--- config.mk ---
export PLATFORM = sky130hd
export DESIGN_NAME = framebuffer_fetch_scheduler
export DESIGN_NICKNAME = d
export VERILOG_FILES = /design/src/rtl/rasterix_fb_pkg.sv /design/src/rtl/fb_outstanding_counter.sv /design/src/rtl/framebuffer_fetch_scheduler.sv
export SDC_FILE = /design/constraint.sdc
export NUM_CORES = 1
export LEC_CHECK = 0
export BUFFER_PORTS_ARGS = -buffer_cell sky130_fd_sc_hd__buf_2
export CAP_MARGIN = 40
export CORE_ASPECT_RATIO = 1.1
export CORE_UTILIZATION = 55
export CTS_CLUSTER_DIAMETER = 80
export CTS_CLUSTER_SIZE = 30
export DETAILED_ROUTE_END_ITERATION = 8
export GPL_TIMING_DRIVEN = 0
export PLACE_DENSITY_LB_ADDON = 0.12
export SLEW_MARGIN = 20
export SYNTH_ARGS = -nofsm -noshare
export SYNTH_HDL_FRONTEND = slang
export SYNTH_SLANG_ARGS = --single-unit
--- constraint.sdc ---
create_clock -name aclk -period 3.7 [get_ports aclk]
set_clock_uncertainty 0.1 [all_clocks]
set_input_delay 0.37 -clock aclk [delete_from_list [all_inputs] [get_ports aclk]]
set_output_delay 0.37 -clock aclk [all_outputs]
set_load 0.01 [all_outputs]
--- src/rtl/rasterix_fb_pkg.sv ---
// Shared types and constants for the framebuffer fetch path.
package rasterix_fb_pkg;

  typedef enum logic [1:0] {
    ST_IDLE,
    ST_ISSUE,
    ST_FORWARD
  } fetch_state_e;

  localparam logic [1:0] AXI_BURST_INCR = 2'b01;

  // Wide enough for MAX_OUTSTANDING up to 15.
  localparam int CNT_W = 4;

endpackage

--- src/rtl/fb_outstanding_counter.sv ---
// In-flight AXI read counter; a simultaneous increment and decrement cancel,
// and the count saturates at both ends.
module fb_outstanding_counter
  import rasterix_fb_pkg::*;
(
  input  logic             aclk,
  input  logic             resetn,
  input  logic             inc,
  input  logic             dec,
  output logic [CNT_W-1:0] count
);

  always_ff @(posedge aclk or negedge resetn) begin
    if (!resetn) begin
      count <= '0;
    end else if (inc && !dec && (count != '1)) begin
      count <= count + 1'b1;
    end else if (dec && !inc && (count != '0)) begin
      count <= count - 1'b1;
    end
  end

endmodule

--- src/rtl/framebuffer_fetch_scheduler.sv ---
// Turns pixel fetch requests into single-beat AXI line reads, skipping the read
// when the line was already requested. Optional FETCH_SCHEDULER_PERF_COUNTERS_EN.
module framebuffer_fetch_scheduler
  import rasterix_fb_pkg::*;
#(
  parameter int STREAM_WIDTH    = 32,
  parameter int ADDR_WIDTH      = 32,
  parameter int ID_WIDTH        = 8,
  parameter int PIXEL_WIDTH     = 16,
  parameter int MAX_OUTSTANDING = 4
) (
  input  logic                  aclk,
  input  logic                  resetn,
  input  logic                  s_fetch_axis_tvalid,
  output logic                  s_fetch_axis_tready,
  input  logic                  s_fetch_axis_tlast,
  input  logic [ADDR_WIDTH-1:0] s_fetch_axis_tdest,
  output logic                  m_fetch_axis_tvalid,
  input  logic                  m_fetch_axis_tready,
  output logic                  m_fetch_axis_tlast,
  output logic [ADDR_WIDTH-1:0] m_fetch_axis_tdest,
  output logic                  m_mem_axi_arvalid,
  input  logic                  m_mem_axi_arready,
  output logic [ADDR_WIDTH-1:0] m_mem_axi_araddr,
  output logic [ID_WIDTH-1:0]   m_mem_axi_arid,
  output logic [7:0]            m_mem_axi_arlen,
  output logic [2:0]            m_mem_axi_arsize,
  output logic [1:0]            m_mem_axi_arburst,
  input  logic                  m_mem_axi_rvalid,
  input  logic                  m_mem_axi_rready,
  input  logic                  m_mem_axi_rlast,
  input  logic [ADDR_WIDTH-1:0] cfg_base_addr,
  input  logic                  cfg_invalidate,
  output logic [31:0]           perf_ar_count,
  output logic [31:0]           perf_stall_cycles
);

  localparam int PIX_SHIFT  = $clog2(STREAM_WIDTH / PIXEL_WIDTH);
  localparam int BYTE_SHIFT = $clog2(STREAM_WIDTH / 8);
  localparam logic [CNT_W-1:0] MAX_CNT = CNT_W'(MAX_OUTSTANDING);

  fetch_state_e state_q, state_d;

  logic [ADDR_WIDTH-1:0] tag_in, addr_in;
  logic [ADDR_WIDTH-1:0] tag_q, last_tag;
  logic                  last_tag_valid, tag_valid_eff, hit;
  logic                  accept, ar_fire, fwd_done, r_done;
  logic [CNT_W-1:0]      outstanding;

  assign tag_in  = s_fetch_axis_tdest >> PIX_SHIFT;
  assign addr_in = cfg_base_addr + (tag_in << BYTE_SHIFT);
  assign r_done  = m_mem_axi_rvalid && m_mem_axi_rready && m_mem_axi_rlast;

  assign m_mem_axi_arid    = '0;
  assign m_mem_axi_arlen   = 8'd0;
  assign m_mem_axi_arsize  = 3'(BYTE_SHIFT);
  assign m_mem_axi_arburst = AXI_BURST_INCR;

  always_ff @(posedge aclk or negedge resetn) begin
    if (!resetn) state_q <= ST_IDLE;
    else         state_q <= state_d;
  end

  always_comb begin
    state_d             = state_q;
    m_mem_axi_arvalid   = 1'b0;
    m_fetch_axis_tvalid = 1'b0;
    s_fetch_axis_tready = 1'b0;
    ar_fire             = 1'b0;
    fwd_done            = 1'b0;
    accept              = 1'b0;
    tag_valid_eff       = 1'b0;
    hit                 = 1'b0;
    case (state_q)
      ST_IDLE: s_fetch_axis_tready = 1'b1;
      ST_ISSUE: begin
        m_mem_axi_arvalid = (outstanding < MAX_CNT);
        ar_fire           = m_mem_axi_arvalid && m_mem_axi_arready;
        if (ar_fire) state_d = ST_FORWARD;
      end
      ST_FORWARD: begin
        m_fetch_axis_tvalid = 1'b1;
        fwd_done            = m_fetch_axis_tready;
        s_fetch_axis_tready = m_fetch_axis_tready;
        if (fwd_done) state_d = ST_IDLE;
      end
      default: state_d = ST_IDLE;
    endcase
    // A tlast beat leaving this cycle must already hide the tag from a back-to-back request.
    tag_valid_eff = last_tag_valid && !cfg_invalidate && !(fwd_done && m_fetch_axis_tlast);
    hit           = tag_valid_eff && (tag_in == last_tag);
    accept        = s_fetch_axis_tvalid && s_fetch_axis_tready;
    if (accept) state_d = hit ? ST_FORWARD : ST_ISSUE;
  end

  always_ff @(posedge aclk or negedge resetn) begin
    if (!resetn) begin
      m_fetch_axis_tdest <= '0;
      m_fetch_axis_tlast <= 1'b0;
      m_mem_axi_araddr   <= '0;
      tag_q              <= '0;
    end else if (accept) begin
      m_fetch_axis_tdest <= s_fetch_axis_tdest;
      m_fetch_axis_tlast <= s_fetch_axis_tlast;
      m_mem_axi_araddr   <= addr_in;
      tag_q              <= tag_in;
    end
  end

  always_ff @(posedge aclk or negedge resetn) begin
    if (!resetn) begin
      last_tag       <= '0;
      last_tag_valid <= 1'b0;
    end else begin
      if (ar_fire) last_tag <= tag_q;
      if (cfg_invalidate || (fwd_done && m_fetch_axis_tlast)) last_tag_valid <= 1'b0;
      else if (ar_fire)                                       last_tag_valid <= 1'b1;
    end
  end

  fb_outstanding_counter u_outstanding (
    .aclk   (aclk),
    .resetn (resetn),
    .inc    (ar_fire),
    .dec    (r_done),
    .count  (outstanding)
  );

`ifdef FETCH_SCHEDULER_PERF_COUNTERS_EN
  always_ff @(posedge aclk or negedge resetn) begin
    if (!resetn) begin
      perf_ar_count     <= '0;
      perf_stall_cycles <= '0;
    end else begin
      if (ar_fire && (perf_ar_count != '1))
        perf_ar_count <= perf_ar_count + 1'b1;
      if ((state_q == ST_ISSUE) && !ar_fire && (perf_stall_cycles != '1))
        perf_stall_cycles <= perf_stall_cycles + 1'b1;
    end
  end
`else
  assign perf_ar_count     = '0;
  assign perf_stall_cycles = '0;
`endif

endmodule

==> metrics, run 1 <==
post-cts sizing count 0; leakage power 4.342 nW; worst rel slew slack 56.04%; Fin. Hold Viols 0; final WL 17230 um; status finished, final reports clean; DP Area 7820 um^2; routed len/inst 14.68 um; Via Count 5965; Detailed Route Iter0 Violations 330; WP data arrival 2.99 ns; clock latency at the later pin of the worst-skew pair 0.35 ns; die area 12410 um^2; vias in the first global route 5435; post-DP HPWL 13340 um; actual slew at the worst max-slew pin 0.6594 ns; FF/Latch Area 2577 um^2; H-tree levels 3; CP Capture Type register; Clk Tree Root Cell clkbuf_16; initial antenna violation count 0; EDFF count, synth 0; Die Y 116.7 um; clock buffer depth 2; minimum clock period 2.817 ns; Row Count 41; GRT Total Usage 28.46%; largest net degree at the start of global routing 76; R2R cell count 10; first-pass GRT wire length 26940 um; Port Buffers 141; final setup fails 0; TritonCTS Buffers 9; RSZ-0062 raised after global routing false; Synth Warn # 0; MaxCap Viol Count 0; Area growth, synth to finish 23.25%; Slew Viols, Final 0; FFs w/ async S/R, synth 100.0%; WHS Path Cells 2; area of the multi-input gates 3508 um^2; #FFs+latches synth 103; CTS tree done; final hold slack 0.09337 ns; design area 8112 um^2; CORE AREA 11540 um^2; Inserted Diodes 0; Critical Path Fanout Max 3; HP Class in2reg; vias per inst 5.081; Die X 106.3 um; Mapped Cells 782; Max VDD drop 0.0003434 V; Sink Count 103; Initial Utilization 57.02%; layout cells sized above 1 24.80%; Post-Syn Area per Cell 8.416 um^2; num ports 227; crit path kind in2reg; grt total ovfl 0; fmax 0.3549 GHz; First-pass DRT Iterations 6; Placer Congestion 0.9345; mapped cell area 6581 um^2; pwr/cell area 632.5 nW/um^2; distinct cell type count after synthesis 57; dominant register cell in the synthesized netlist dfrtp_1; period utilization 76.15%; Crit path required time 3.87 ns; setup TNS 0 ns; clk slew on worst S/H paths 0.07 ns; final net count 1126; DRT antenna net count 0; FILL cells 961; Post-route DRC 0; Seq/Total Area, Yosys 39.16%; Startpoint Class input pin
flip-flops by register name, summed over array words and instances, names as in the netlist:
signal	count
m_fetch_axis_tdest	32
m_mem_axi_araddr	32
last_tag	31
u_outstanding.count	4
state_q	2
last_tag_valid	1
m_fetch_axis_tlast	1
stage by stage:
| step | power [mW] | util [%] | setup WS [ns] | std cells |
|---|---|---|---|---|
| 5_1_grt | 5.512 | 70.28 | 0.7166 | 1174 |
| 2_1_floorplan | 3.389 | - | 1.145 | 865 |
| 3_3_place_gp | 4.154 | 67.46 | 0.5958 | 1156 |
| 3_5_place_dp | 4.222 | 67.75 | 0.5532 | 1157 |
| 4_1_cts | 5.150 | 70.28 | 0.9077 | 1174 |
| 6_report | 5.130 | 70.28 | 0.8826 | 1174 |
cell usage after synthesis, drive strengths merged, types with 2 or more instances:
cell type,number,area (um^2)
o21ai,35,175.2
xor2,9,78.83
nand3,8,52.55
nand2b,3,18.77
o2111ai,3,26.28
nand2,256,960.9
a21o,11,83.83
nor4,3,18.77
xnor2,45,394.1
a211oi,7,52.55
a21boi,2,15.01
nor2b,4,25.02
and3,6,38.79
or2,2,12.52
a2111o,2,22.52
conb,2,7.510
nand4,14,87.58
ha,31,387.9
clkbuf,24,110.1
inv,10,37.54
buf,86,649.4
o211ai,7,52.55
o31ai,4,43.79
nor3,10,50.05
a221o,2,20.02
fa,2,40.04
or4,2,15.01
a211o,2,17.52
a311oi,2,17.52
or3,2,12.51
nor2,21,78.83
dfrtp,103,2577
o21a,7,52.55
a21oi,36,183.9
o21bai,4,30.03
and2,3,18.77
worst max-delay path, stage by stage:
cell and delay, ns:
buf_2 0.13, ha_1 0.24, inv_1 0.08, fa_1 0.41, nor2b_1 0.16, o2111ai_1 0.20
a211oi_1 0.43, o21ai_0 0.27, a21o_1 0.23, a2111o_1 0.37, o211ai_1 0.09
logic make-up after synthesis:
| logic type | Yosys count | synth area share (%) |
|---|---|---|
| AO/OA/AOI/OAI | 133 | 13.35 |
| AND/OR/NAND/NOR | 335 | 21.25 |
| other | 2 | 0.1141 |
| buffers and inverters | 121 | 12.26 |
| flip-flops | 103 | 39.16 |
| multiplexers | 1 | 0.1711 |
| adder cells (fa/ha/maj) | 33 | 6.502 |
| XOR/XNOR | 54 | 7.186 |
final cells by class:
type                            instances  area share (%)
Multi-Input combinational cell        641           43.25
Sequential cell                       103           31.78
Buffer                                111           9.486
Timing Repair Buffer                  143           9.240
Clock buffer                            9           2.776
Tap cell                              150           2.314
Clock inverter                          7          0.6941
Inverter                               10          0.4627
power breakdown:
group	leakage, nW	switching (mW)	internal, mW
clock network	0.136	0.453	0.464
registers	1.29	0.390	1.67
logic	2.92	1.25	0.907
total	4.34	2.09	3.04
metal layers:
metal | share of wire [%] | vias up | GRT usage [%]
met5 | 0 | - | 0
met4 | 2.7 | 0 | 11.85
met3 | 7.1 | 31 | 4.576
met2 | 48 | 257 | 48.57
met1 | 43 | 2751 | 36.19
li1 | - | 2926 | -
final timing paths:
kind                                        start                     end  slack (ns)
max reg2reg                u_outstanding.count[3]  u_outstanding.count[3]        1.36
max                         s_fetch_axis_tdest[1]    m_mem_axi_araddr[30]        0.88
min                                cfg_invalidate          last_tag_valid        0.09
min in group asynchronous                  resetn   m_fetch_axis_tdest[0]        0.36
max in group asynchronous                  resetn  m_fetch_axis_tdest[31]        2.49
min reg2reg                   m_mem_axi_araddr[1]     m_mem_axi_araddr[1]        0.37
cells in the final DEF (no fill, tap or decap), types with 3 or more instances in the layout:
| cell | n |
|---|---|
| buf_2 | 140 |
| nand2_1 | 256 |
| o21bai_1 | 4 |
| clkbuf_16 | 9 |
| nor2_1 | 21 |
| nor4_1 | 3 |
| o21ai_0 | 33 |
| clkinv_4 | 3 |
| ha_1 | 31 |
| inv_1 | 10 |
| dfrtp_1 | 103 |
| and2_1 | 3 |
| buf_4 | 85 |
| and3_1 | 5 |
| clkbuf_1 | 22 |
| xor2_1 | 9 |
| nor3_1 | 10 |
| a211oi_1 | 7 |
| o211ai_1 | 7 |
| nand4_1 | 14 |
| nor2b_1 | 4 |
| o31ai_1 | 3 |
| xnor2_1 | 45 |
| o21a_1 | 7 |
| o2111ai_1 | 3 |
| conb_1 | 85 |
| a21o_1 | 10 |
| a21oi_1 | 35 |
| nand3_1 | 7 |
| nand2b_1 | 3 |
timing repair:
action                                 4_1_cts  5_1_grt
endpoints found under the hold margin       28        0
hold buffers                                 1        0
setup buffers                                0        0
Power figures use the tool's default switching activity.
==> run 2, diff against run 1 <==
--- a/config.mk
+++ b/config.mk
@@ -8,7 +8,7 @@
 export BUFFER_PORTS_ARGS = -buffer_cell sky130_fd_sc_hd__buf_2
 export CAP_MARGIN = 40
 export CORE_ASPECT_RATIO = 1.1
-export CORE_UTILIZATION = 55
+export CORE_UTILIZATION = 46
 export CTS_CLUSTER_DIAMETER = 80
 export CTS_CLUSTER_SIZE = 30
 export DETAILED_ROUTE_END_ITERATION = 8
==> constraint.sdc (replaced) <==
create_clock -name aclk -period 2.52 [get_ports aclk]
set_clock_uncertainty 0.1 [all_clocks]
set_input_delay 0.252 -clock aclk [delete_from_list [all_inputs] [get_ports aclk]]
set_output_delay 0.252 -clock aclk [all_outputs]
set_load 0.01 [all_outputs]
==> run 2 against run 1 <==
Against the previous run:
- non-clock buffer count up 8
- via count down 2.6%
- combinational power up 48%
- critical endpoint unchanged
- largest cell class unchanged
- largest power group unchanged
==> metrics, run 2 (synthesis gave the netlist of run 1 again) <==
status finished, final reports clean (unchanged); num ports 227 (unchanged); Critical Path Fanout Max 3 (unchanged); Startpoint Class input pin (unchanged); CORE AREA 13910 um^2 (was 11540 um^2); actual slew at the worst max-slew pin 0.7124 ns (was 0.6594 ns); Die Y 127.5 um (was 116.7 um); First-pass DRT Iterations 5 (was 6); most frequent cells in the layout 256 x nand2_1, 140 x buf_2, 103 x dfrtp_1 (unchanged); final setup fails 0 (unchanged); period utilization 95.81%; Final Non-Filler Cells 1220 (was 1174); Placer Congestion 0.9067 (was 0.9345); fmax 0.4142 GHz; Area growth, synth to finish 25.70% (was 23.25%); Sink Count 103 (unchanged); post-layout utilization of the core 59.49% (was 70.28%); Row Count 45 (was 41); setup TNS 0 ns (unchanged); commonest non-fill, non-tap cell in the layout nand2_1 (unchanged); Endpoint, Worst Hold last_tag_valid (unchanged); clock buffer depth 2 (unchanged); Slew Viols, Final 0 (unchanged); vias in the first global route 5287 (was 5435); WHS Path Cells 2 (unchanged); Hold Startpoint m_fetch_axis_tready (was cfg_invalidate); vias per inst 4.764 (was 5.081); minimum clock period 2.414 ns; DRT antenna net count 0 (unchanged); grt total ovfl 0 (unchanged); TritonCTS Buffers 9 (unchanged); die area 14790 um^2 (was 12410 um^2); layout cells sized above 1 25.48% (was 24.80%); Crit path required time 2.70 ns (was 3.87 ns); WP data arrival 2.59 ns (was 2.99 ns); Max VDD drop 0.0005104 V (was 0.0003434 V); worst rel slew slack 52.51% (was 56.04%); R2R Path End m_mem_axi_araddr[5] (was u_outstanding.count[3]); R2R Path Start state_q[1] (was u_outstanding.count[3]); clk slew on worst S/H paths 0.07 ns (about the same); CP Capture Type register (unchanged); Port Buffers 141 (unchanged); routed len/inst 14.54 um (was 14.68 um); Tot Pwr 7.577 mW (was 5.130 mW); Initial Utilization 47.32% (was 57.02%); Placed Cells 1195 (was 1157); R2R cell count 6 (was 10); RSZ-0062 raised after global routing false (unchanged); MaxCap Viol Count 0 (unchanged); FF-to-FF setup slack 0.17 ns (was 1.36 ns); crit path kind in2reg (unchanged); final hold slack 0.01383 ns (was 0.09337 ns); GRT Total Usage 24.40% (was 28.46%); H-tree levels 3 (unchanged); leakage power 4.382 nW (was 4.342 nW); initial antenna violation count 0 (unchanged); pwr/cell area 915.8 nW/um^2 (was 632.5 nW/um^2); Post-route DRC 0 (unchanged); Via Count 5812 (was 5965); final WL 17740 um (was 17230 um); FILL cells 1300 (was 961); Fin. Hold Viols 0 (unchanged); first-pass GRT wire length 27100 um (was 26940 um); post-DP HPWL 13930 um (was 13340 um); final net count 1134 (was 1126); Largest regs m_fetch_axis_tdest x32, m_mem_axi_araddr x32, last_tag x31 (unchanged); Clk Tree Root Cell clkbuf_16 (unchanged); largest net degree at the start of global routing 68 (was 76); Die X 116.0 um (was 106.3 um); clock latency at the later pin of the worst-skew pair 0.36 ns (was 0.35 ns); Inserted Diodes 0 (unchanged); HP Class in2reg (unchanged); Detailed Route Iter0 Violations 253 (was 330); CTS tree done (unchanged)
run 2: power by group:
part           internal (mW)  switching (mW)
Clock                  0.710           0.664
Combinational           1.35            1.84
Sequential              2.45           0.566
run 2: layer usage:
| layer | routed length [um] | track usage [%] |
|---|---|---|
| met1 | 7685 | 31.92 |
| met2 | 8592 | 40.13 |
| met3 | 1073 | 4.602 |
| met4 | 390 | 8.673 |
| met5 | 0 | 0 |
run 2: per-stage QoR:
stage	instance area, um^2	setup slack, ns
3_3_place_gp	7834	-0.4813
3_5_place_dp	7868	-0.5301
6_report	8273	0.1056
2_1_floorplan	6893	0.08250
5_1_grt	8273	0.006105
4_1_cts	8219	0.007460
run 2: how the worst max path moves through the flow:
stage | start | to | depth (start not counted)
2_1_floorplan | s_fetch_axis_tdest[1] | m_mem_axi_araddr[30] | 10
3_3_place_gp | s_fetch_axis_tdest[1] | m_mem_axi_araddr[30] | 11
3_5_place_dp | s_fetch_axis_tdest[1] | m_mem_axi_araddr[30] | 11
4_1_cts | s_fetch_axis_tdest[1] | m_mem_axi_araddr[30] | 11
5_1_grt | s_fetch_axis_tdest[14] | m_mem_axi_araddr[24] | 9
6_report | s_fetch_axis_tdest[1] | m_mem_axi_araddr[30] | 11
run 2: area by class of cell:
cell class	instances	area (um^2)	share of cell area (%)
plain buffers	111	769.5	9.301
clock buffers	11	242.7	2.934
clock inverters	5	40.04	0.4840
inverters	10	37.54	0.4537
multi-input cells	641	3548	42.89
flip-flops and latches	103	2577	31.16
well taps	188	235.2	2.843
repair buffers	151	822.0	9.936
run 2: worst max-delay path, stage by stage:
cell and delay [ns]:
buf_2 0.12, ha_2 0.23, inv_1 0.06, fa_1 0.41, nor2b_2 0.20, o2111ai_4 0.16, a211oi_2 0.34, o21ai_2 0.15
a21o_1 0.19, a2111o_1 0.37, o211ai_1 0.10
run 2: timing repair:
item                       4_1_cts  5_1_grt
hold endpoints to repair        41        0
hold buffers                     6        0
setup endpoints to repair        3        6
pin swaps                        0        2
gates resized for setup          3        7
buffers inserted                 0        3
==> run 3, diff against run 2 <==
--- a/config.mk
+++ b/config.mk
@@ -14,6 +14,7 @@
 export DETAILED_ROUTE_END_ITERATION = 8
 export GPL_TIMING_DRIVEN = 0
 export PLACE_DENSITY_LB_ADDON = 0.12
+export SETUP_SLACK_MARGIN = 0.4
 export SLEW_MARGIN = 20
 export SYNTH_ARGS = -nofsm -noshare
 export SYNTH_HDL_FRONTEND = slang
==> run 3 against run 2 <==
Against the previous run:
- utilization is 5.0 points higher
- via count increased by 4.3%
- critical path type unchanged
- largest power group unchanged
- critical endpoint unchanged
- maximum frequency is 9.1% higher
- largest cell class unchanged
==> metrics, run 3 (synthesis gave the netlist of run 1 again) <==
status finished, final reports clean (unchanged); Critical Path Fanout Max 3 (unchanged); Via Count 6061 (was 5812); Slowest Stage Delay on Critical Path 0.41 ns (about the same); grt total ovfl 0 (unchanged); vias per inst 4.841 (was 4.764); Detailed Route Iter0 Violations 265 (was 253); WP depth 12 (was 11); Largest regs m_fetch_axis_tdest x32, m_mem_axi_araddr x32, last_tag x31 (unchanged); fmax 0.4520 GHz (was 0.4142 GHz); routed len/inst 14.65 um (was 14.54 um); final WL 18340 um (was 17740 um); final net count 1166 (was 1134); post-layout utilization of the core 64.51% (was 59.49%); post-DP HPWL 13920 um (was 13930 um); num ports 227 (unchanged); FF-to-FF setup slack 0.38 ns (was 0.17 ns); largest net degree at the start of global routing 74 (was 68); Sink Count 103 (unchanged); period utilization 87.79% (was 95.81%); CTS tree done (unchanged); First-pass DRT Iterations 5 (unchanged); Slew Viols, Final 0 (unchanged); Initial Utilization 47.32% (unchanged); commonest non-fill, non-tap cell in the layout nand2_1 (unchanged); Port Buffers 141 (unchanged); WHS Path Cells 3 (was 2); WP data arrival 2.38 ns (was 2.59 ns); H-tree levels 3 (unchanged); Placed Cells 1195 (unchanged); leakage power 4.604 nW (was 4.382 nW); DRT antenna net count 0 (unchanged); Area growth, synth to finish 36.31% (was 25.70%); Place WS -0.2400 ns (was -0.5301 ns); Die Y 127.5 um (unchanged); Startpoint Class input pin (unchanged); R2R cell count 10 (was 6); Post-route DRC 0 (unchanged); initial antenna violation count 1 (was 0); CP Capture Type register (unchanged); final worst setup slack 0.3077 ns (was 0.1056 ns); Die X 116.0 um (unchanged); Fin. Hold Viols 0 (unchanged); most frequent cells in the layout 254 x nand2_1, 134 x buf_2, 115 x buf_4 (was 256 x nand2_1, 140 x buf_2, 103 x dfrtp_1); worst rel slew slack 55.43% (was 52.51%); slowest CP cell a2111o_1 (was fa_1); family with the most delay on the worst path compound AO/OA/AOI/OAI gates (unchanged); pwr/cell area 875.8 nW/um^2 (was 915.8 nW/um^2); clk slew on worst S/H paths 0.07 ns (about the same); die area 14790 um^2 (unchanged); layout cells sized above 1 32.08% (was 25.48%); Final Non-Filler Cells 1252 (was 1220); met2 usage 43.00% (was 40.13%); actual slew at the worst max-slew pin 0.6685 ns (was 0.7124 ns); met3 GRT Util 3.463% (was 4.602%); Placer Congestion 0.9003 (was 0.9067); GR Util met1 31.89% (was 31.92%); CP Cell Sequence buf_6 -> ha_4 -> inv_2 -> fa_2 -> nor2b_4 -> o2111ai_4 -> a211oi_2 -> buf_4 -> o21ai_4 -> a21o_1 -> a2111o_1 -> o211ai_1 (was buf_2 -> ha_2 -> inv_1 -> fa_1 -> nor2b_2 -> o2111ai_4 -> a211oi_2 -> o21ai_2 -> a21o_1 -> a2111o_1 -> o211ai_1); MaxCap Viol Count 0 (unchanged); Max VDD drop 0.0005173 V (was 0.0005104 V); TritonCTS Buffers 9 (unchanged); Row Count 45 (unchanged); Crit path required time 2.69 ns (was 2.70 ns); Clk Tree Root Cell clkbuf_16 (unchanged); GR peak layer met2 (unchanged); clock buffer depth 2 (unchanged); crit path kind in2reg (unchanged); clock latency at the later pin of the worst-skew pair 0.35 ns (was 0.36 ns); CP bufs+invs 3 (was 2); CORE AREA 13910 um^2 (unchanged); final setup fails 0 (unchanged); minimum clock period 2.212 ns (was 2.414 ns); vias in the first global route 5500 (was 5287); first-pass GRT wire length 28100 um (was 27100 um); GRT Total Usage 25.02% (was 24.40%); HP Class in2reg (unchanged); RSZ-0062 raised after global routing true (was false)
## run 3: cell count changes in the layout (fill, tap and decap cells not counted), sizes merged
cell           before  now
buf               232  264
bufinv              0    1
clkbuf             34   35
clkdlybuf4s15       1    0
clkinv              2    1
clkinvlp            0    1
diode               0    1
inv                13   11
## run 3: worst register-to-register path: cells and delay by family (launching register included)
family                     cells  cell delay [ns]
buffers and inverters          1             0.11
DFF                            1             0.44
xor gates and xnor gates       1             0.13
AOI/OAI and AO/OA              3             0.47
and+or+nand+nor                4             0.50
adders and majority gates      1             0.30
## run 3: layout make-up
type                    count  area [um^2]
diodes                      1        2.502
plain buffers             111        770.7
clock buffers              11        242.7
clock inverters             4        55.05
fillers                  1223         4936
inverters                  10        37.54
multi-input cells         641         3919
flip-flops and latches    103         2580
well taps                 188        235.2
repair buffers            183         1129
## run 3: final timing paths
check / startpoint / to
setup / recovery: cfg_base_addr[2] / m_mem_axi_araddr[30]
hold / removal: s_fetch_axis_tdest[3] / m_fetch_axis_tdest[3]
setup reg to reg: u_outstanding.count[3] / u_outstanding.count[3]
hold reg to reg: m_mem_axi_araddr[20] / m_mem_axi_araddr[20]
max in group asynchronous: resetn / u_outstanding.count[2]
min in group asynchronous: resetn / m_fetch_axis_tdest[0]
## run 3: metrics by stage
step / setup TNS [ns] / power (mW) / hold slack [ns] / instance area, um^2
after floorplan: 0 / 5.014 / -0.1436 / 7089
after global placement: -13.07 / 6.188 / 0.3375 / 8030
after detailed placement: -0.7263 / 6.266 / 0.05264 / 8064
after CTS: 0 / 7.774 / 0.01464 / 8650
after global routing: 0 / 8.432 / 0.02863 / 8971
final: 0 / 7.857 / 0.02228 / 8971
## run 3: timing repair
item / CTS / global route
buffers inserted: 17 / 18
hold buffers: 6 / 0
gates resized for setup: 24 / 54
endpoints found under the setup margin: 15 / 47
pin swaps: 25 / 30
hold endpoints to repair: 35 / 0
## run 3: per-layer routing
metal  routed length, um  vias up
met5                   0        -
met4                 390        0
met3                1167       27
met2                9074      232
met1                7712     2788
li1                    -     3014
## run 3: power by group
part | leakage (nW) | switching [mW] | total, mW | internal, mW
logic | 3.18 | 1.92 | 3.39 | 1.48
clock network | 0.142 | 0.640 | 1.44 | 0.799
registers | 1.29 | 0.575 | 3.02 | 2.45
